==> config.mk <==
export PLATFORM = sky130hd
export DESIGN_NAME = cic_interpolator
export DESIGN_NICKNAME = d
export VERILOG_FILES = /design/src/rtl/cic_interpolator.sv
export SDC_FILE = /design/constraint.sdc
export NUM_CORES = 2
export LEC_CHECK = 0
export BUFFER_PORTS_ARGS = -buffer_cell sky130_fd_sc_hd__buf_2
export CAP_MARGIN = 20
export CORE_ASPECT_RATIO = 1.5
export CORE_MARGIN = 2
export CORE_UTILIZATION = 58
export DETAILED_ROUTE_END_ITERATION = 12
export PLACE_DENSITY = 0.82
export SLEW_MARGIN = 20
export SYNTH_ARGS = -nofsm -noshare
export SYNTH_HDL_FRONTEND = slang
export SYNTH_SLANG_ARGS = --single-unit
==> constraint.sdc <==
create_clock -name clk -period 21.2 [get_ports clk]
set_input_delay 6.36 -clock clk [delete_from_list [all_inputs] [get_ports clk]]
set_output_delay 6.36 -clock clk [all_outputs]
set_load 0.02 [all_outputs]
==> src/rtl/cic_interpolator.sv <==
// M-stage CIC interpolator: input-rate combs, zero-stuffing by R = 2^LOG2_R, ce-paced integrators, output scaled by 1/R^(M-1).
// Optional output clamping when CIC_INTERP_SAT_EN is defined; otherwise the output slice wraps.
module cic_interpolator #(
    parameter int M         = 5,
    parameter int LOG2_R    = 5,
    parameter int IN_WIDTH  = 32,
    parameter int OUT_WIDTH = 32
) (
    input  logic                 clk,
    input  logic                 rst,
    input  logic                 ce,
    input  logic [IN_WIDTH-1:0]  d_in,
    input  logic                 d_in_valid,
    output logic                 d_in_ready,
    output logic [OUT_WIDTH-1:0] d_out,
    output logic                 d_out_valid,
    output logic                 underrun
);
    localparam int W     = IN_WIDTH + M * LOG2_R;
    localparam int SHIFT = (M - 1) * LOG2_R;

    logic [W-1:0]           hold_r;
    logic                   hold_valid_r;
    logic [LOG2_R-1:0]      phase_r;
    logic [W-1:0]           comb_z_r [M];
    logic [W-1:0]           u_r;
    logic [W-1:0]           integ_r [M];
    logic [OUT_WIDTH-1:0]   d_out_r;
    logic                   d_out_valid_r;
    logic                   underrun_r;

    logic                   slot_s;
    logic                   pop_s;
    logic                   push_s;
    logic [M-1:0][W-1:0]    comb_x_s;
    logic [W-1:0]           comb_out_s;
    logic [OUT_WIDTH-1:0]   out_next_s;

`ifdef CIC_INTERP_SAT_EN
    function automatic logic [OUT_WIDTH-1:0] norm_out(input logic [W-1:0] acc);
        logic signed [W-1:0] shifted;
        logic signed [W-1:0] hi;
        logic signed [W-1:0] lo;
        shifted = $signed(acc) >>> SHIFT;
        hi      = $signed({{(W-OUT_WIDTH+1){1'b0}}, {(OUT_WIDTH-1){1'b1}}});
        lo      = ~hi;
        if (shifted > hi) begin
            norm_out = hi[OUT_WIDTH-1:0];
        end else if (shifted < lo) begin
            norm_out = lo[OUT_WIDTH-1:0];
        end else begin
            norm_out = shifted[OUT_WIDTH-1:0];
        end
    endfunction
`else
    function automatic logic [OUT_WIDTH-1:0] norm_out(input logic [W-1:0] acc);
        norm_out = acc[SHIFT +: OUT_WIDTH];
    endfunction
`endif

    // Slot decode and single-entry handshake
    always_comb begin
        slot_s     = ce & (phase_r == {LOG2_R{1'b0}});
        pop_s      = slot_s & hold_valid_r;
        d_in_ready = ~hold_valid_r | pop_s;
        push_s     = d_in_valid & d_in_ready;
    end

    // Comb cascade; an empty holding register injects zero
    always_comb begin
        logic [W-1:0] acc_v;
        comb_x_s = {(M*W){1'b0}};
        acc_v    = hold_valid_r ? hold_r : {W{1'b0}};
        for (int k = 0; k < M; k++) begin
            comb_x_s[k] = acc_v;
            acc_v       = acc_v - comb_z_r[k];
        end
        comb_out_s = acc_v;
    end

    // Divide by the DC gain R^(M-1) before presenting the sample
    always_comb begin
        out_next_s = norm_out(integ_r[M-1]);
    end

    // Input holding register
    always_ff @(posedge clk) begin
        if (rst) begin
            hold_r       <= {W{1'b0}};
            hold_valid_r <= 1'b0;
        end else if (push_s) begin
            hold_r       <= {{(W-IN_WIDTH){d_in[IN_WIDTH-1]}}, d_in};
            hold_valid_r <= 1'b1;
        end else if (pop_s) begin
            hold_valid_r <= 1'b0;
        end
    end

    // ce-paced datapath: phase, comb delays, zero-stuffing, integrators, output stage
    always_ff @(posedge clk) begin
        if (rst) begin
            phase_r       <= {LOG2_R{1'b0}};
            u_r           <= {W{1'b0}};
            d_out_r       <= {OUT_WIDTH{1'b0}};
            d_out_valid_r <= 1'b0;
            underrun_r    <= 1'b0;
            for (int k = 0; k < M; k++) begin
                comb_z_r[k] <= {W{1'b0}};
                integ_r[k]  <= {W{1'b0}};
            end
        end else if (ce) begin
            phase_r <= phase_r + LOG2_R'(1'b1);
            if (slot_s) begin
                for (int k = 0; k < M; k++) begin
                    comb_z_r[k] <= comb_x_s[k];
                end
                u_r <= comb_out_s;
            end else begin
                u_r <= {W{1'b0}};
            end
            if (slot_s & ~hold_valid_r) begin
                underrun_r <= 1'b1;
            end
            // Every integrator reads pre-update values, giving one register of delay per stage
            integ_r[0] <= integ_r[0] + u_r;
            for (int k = 1; k < M; k++) begin
                integ_r[k] <= integ_r[k] + integ_r[k-1];
            end
            d_out_r       <= out_next_s;
            d_out_valid_r <= 1'b1;
        end else begin
            d_out_valid_r <= 1'b0;
        end
    end

    assign d_out       = d_out_r;
    assign d_out_valid = d_out_valid_r;
    assign underrun    = underrun_r;

endmodule

==> results_dict.tcl <==
set metrics [dict create \
    status "finished clean" \
    drt-wirelength-per-cell_um 15.3 \
    synth_edf_count 500 \
    firstDrtPassIters 5 \
    multi_input_area_um2 28000 \
    grt_use_total_pct 22.8 \
    yosysTopAreaCellShare_pct 31.6 \
    setup_violations 0 \
    layout_min_cycle_time_ns 13.96 \
    avgSynthCellArea_um2 9.12 \
    drtAntennaViolNets 0 \
    ctsResizeCount 0 \
    maxCapViolCount 0 \
    synth.largest_area_cell "edfxtp_1" \
    clockRootBuffer "clkbuf_16" \
    grt_antenna_before_repair 0 \
    initial_utilization_pct 58.5 \
    clock_sinks 624 \
    worst_pin_slew_ns 1.02 \
    setup_tns_ns 0 \
    maxSlewHeadroom_pct 31.9 \
    placed_cells 6186 \
    nets 5757 \
    area_growth_pct 7.52 \
    die_h_um 354 \
    netlist_top_cells_count "edfxtp_1 (500), ha_1 (495), a21oi_1 (461), nor2_1 (461), inv_1 (396)" \
    hold_path.class "flip-flop to flip-flop" \
    syn_inst 5205 \
    route.detailed.drc 0 \
    grt_max_degree 127 \
    cp_top_family "simple AND/OR/NAND/NOR gates" \
    grt_pass1_wl_um 162000 \
    worstSkewPairLatency_ns 0.63 \
    clkTransAtPathRegs_ns 0.06 \
    synth_fp_nets 5746 \
    htreeDepth 3 \
    vias 36500 \
    async_flop_share_pct 0 \
    cts_tree "done" \
    path_cells "buf_2, nand2_1, nand2_1, buf_2" \
    place_hpwl_um 72200 \
    critPathSlowestCell "nand2_1" \
    seq_area_um2 17500 \
    min_period_over_period_pct 65.9 \
    diodes 0 \
    yosysWarnings 0 \
    synth_seq_cells 624 \
    nFillCells 6585 \
    dpl_cell_area_um2 48800 \
    syn_area_um2 47500 \
    worst_path_largest_cell_delay_ns 0.45 \
    fin_worst_skew_ns 0.0303 \
    clk_path_buf_depth 3 \
    yosysMostFrequentCell "edfxtp_1" \
    die_w_um 238 \
    core_um2 81200 \
    cp.arrival_ns 7.60 \
    cp.buffers_inverters 2 \
    stdcell_count 6308 \
    grt_pass1_vias 36700 \
    yosys_most_used_dff "edfxtp_1" \
    ys_seq_area_share_pct 36.8 \
    io_pins 71 \
    cp-end-kind "output pin" \
    slew_viol_final 0 \
    hold_violations 0 \
    grt_overflow 0 \
    fmax_mhz 71.6 \
    critPathKind "input pin to output pin" \
    drive_gt1_share_pct 4.63 \
    place_congestion 0.923 \
    rows 128 \
    utilization_pct 62.9 \
    dieArea_um2 84200 \
    grt_setup_unrepaired "false" \
    io_buffer_count 70 \
    synth_cell_type_count 84 \
    design_area_um2 51100 \
    critPathRequiredTime_ns 14.84 \
    cts_setup_buffers 0 \
    postCtsHoldBufs 0 \
    via_per_inst 5.79 \
    synth.area.top_cells "edfxtp_1 (32%), ha_1 (13%), a21o_1 (5.8%), dfxtp_1 (5.2%), a21oi_1 (4.9%)" \
    crit_fanout 11 \
    drt_iter0_drc 1661 \
    cp-start-kind "input pin" \
    wirelength_um 96400 \
    cts_buffers 67 \
]
-- metal layers --
| metal | track usage (%) | routed length [µm] | vias to the layer above |
|---|---|---|---|
| met2 | 45.5 | 51800 | 596 |
| met4 | 10.7 | 4210 | 0 |
| met5 | 0 | 0 | - |
| li1 | - | - | 18700 |
| met1 | 23.5 | 37800 | 16900 |
| met3 | 2.37 | 2610 | 269 |
-- tightest hold or removal path, stage by stage (launching register included) --
cell	delay, ns
dfxtp_1	0.31
nand2_1	0.05
o21ai_1	0.05
-- sequential cells by signal (all words and copies together) (netlist names) --
| name | flops |
|---|---|
| integ_r | 260 |
| hold_valid_r | 1 |
| hold_r | 32 |
| phase_r | 5 |
| comb_z_r | 240 |
| u_r | 52 |
| d_out | 32 |
| d_out_valid | 1 |
| underrun | 1 |
-- path summary, 6_finish.rpt --
kind,startpoint,endpoint,slack (ns),cells past startpoint
setup / recovery,ce,d_in_ready,7.24,4
hold / removal,u_r[48],u_r[48],0.45,2
setup reg to reg,hold_valid_r,u_r[50],8.72,48
hold reg to reg,u_r[48],u_r[48],0.45,2
-- final cells by class --
| class | instances | area share (%) |
|---|---|---|
| clock inverter | 18 | 0.225 |
| sequential | 624 | 34.3 |
| multi-input combinational | 4035 | 54.8 |
| timing repair buffer | 92 | 1.05 |
| clock buffer | 103 | 4.22 |
| tap | 1040 | 2.55 |
| inverter | 396 | 2.93 |
-- layout by cell type (no fill, tap or decap), types with 25 or more instances in the layout --
cell type  netlist  routed
a211oi_1        32      32
o21a_1          51      51
o21bai_1        83      83
mux2i_1         42      42
o21ai_0        239     239
inv_1          396     395
o31ai_1         25      25
nand3_1         82      82
nand2b_1        74      72
edfxtp_1       500     500
a21o_1         365     365
buf_2            1      70
dfxtp_1        124     124
nand2_1        348     348
a31oi_1         48      48
nand4_1         40      40
nor2_1         461     459
clkbuf_16        0      77
nor2b_1         62      62
and2_1         247     247
and3_1          90      90
ha_1           495     495
xnor2_1        233     233
a21oi_1        461     461
nor3_1          73      73
xor2_1         179     179
-- metrics by stage --
stage          hold WS [ns]  setup WS, ns
6_report              0.453          7.24
3_3_place_gp          0.443          7.24
3_5_place_dp          0.450          7.22
4_1_cts               0.460          7.23
5_1_grt               0.477          7.16
2_1_floorplan         0.430          8.18
-- kinds of logic after synthesis --
family / share of synthesized area [%]
buffers and inverters: 4.34
DFF: 36.8
xor gates and xnor gates: 7.69
AOI/OAI and AO/OA: 20.7
adders and majority gates: 13.5
muxes: 0.885
and+or+nand+nor: 16.1
Power is not shown: default switching activity piles up to over one toggle a cycle in this logic, so the estimate is an artifact.
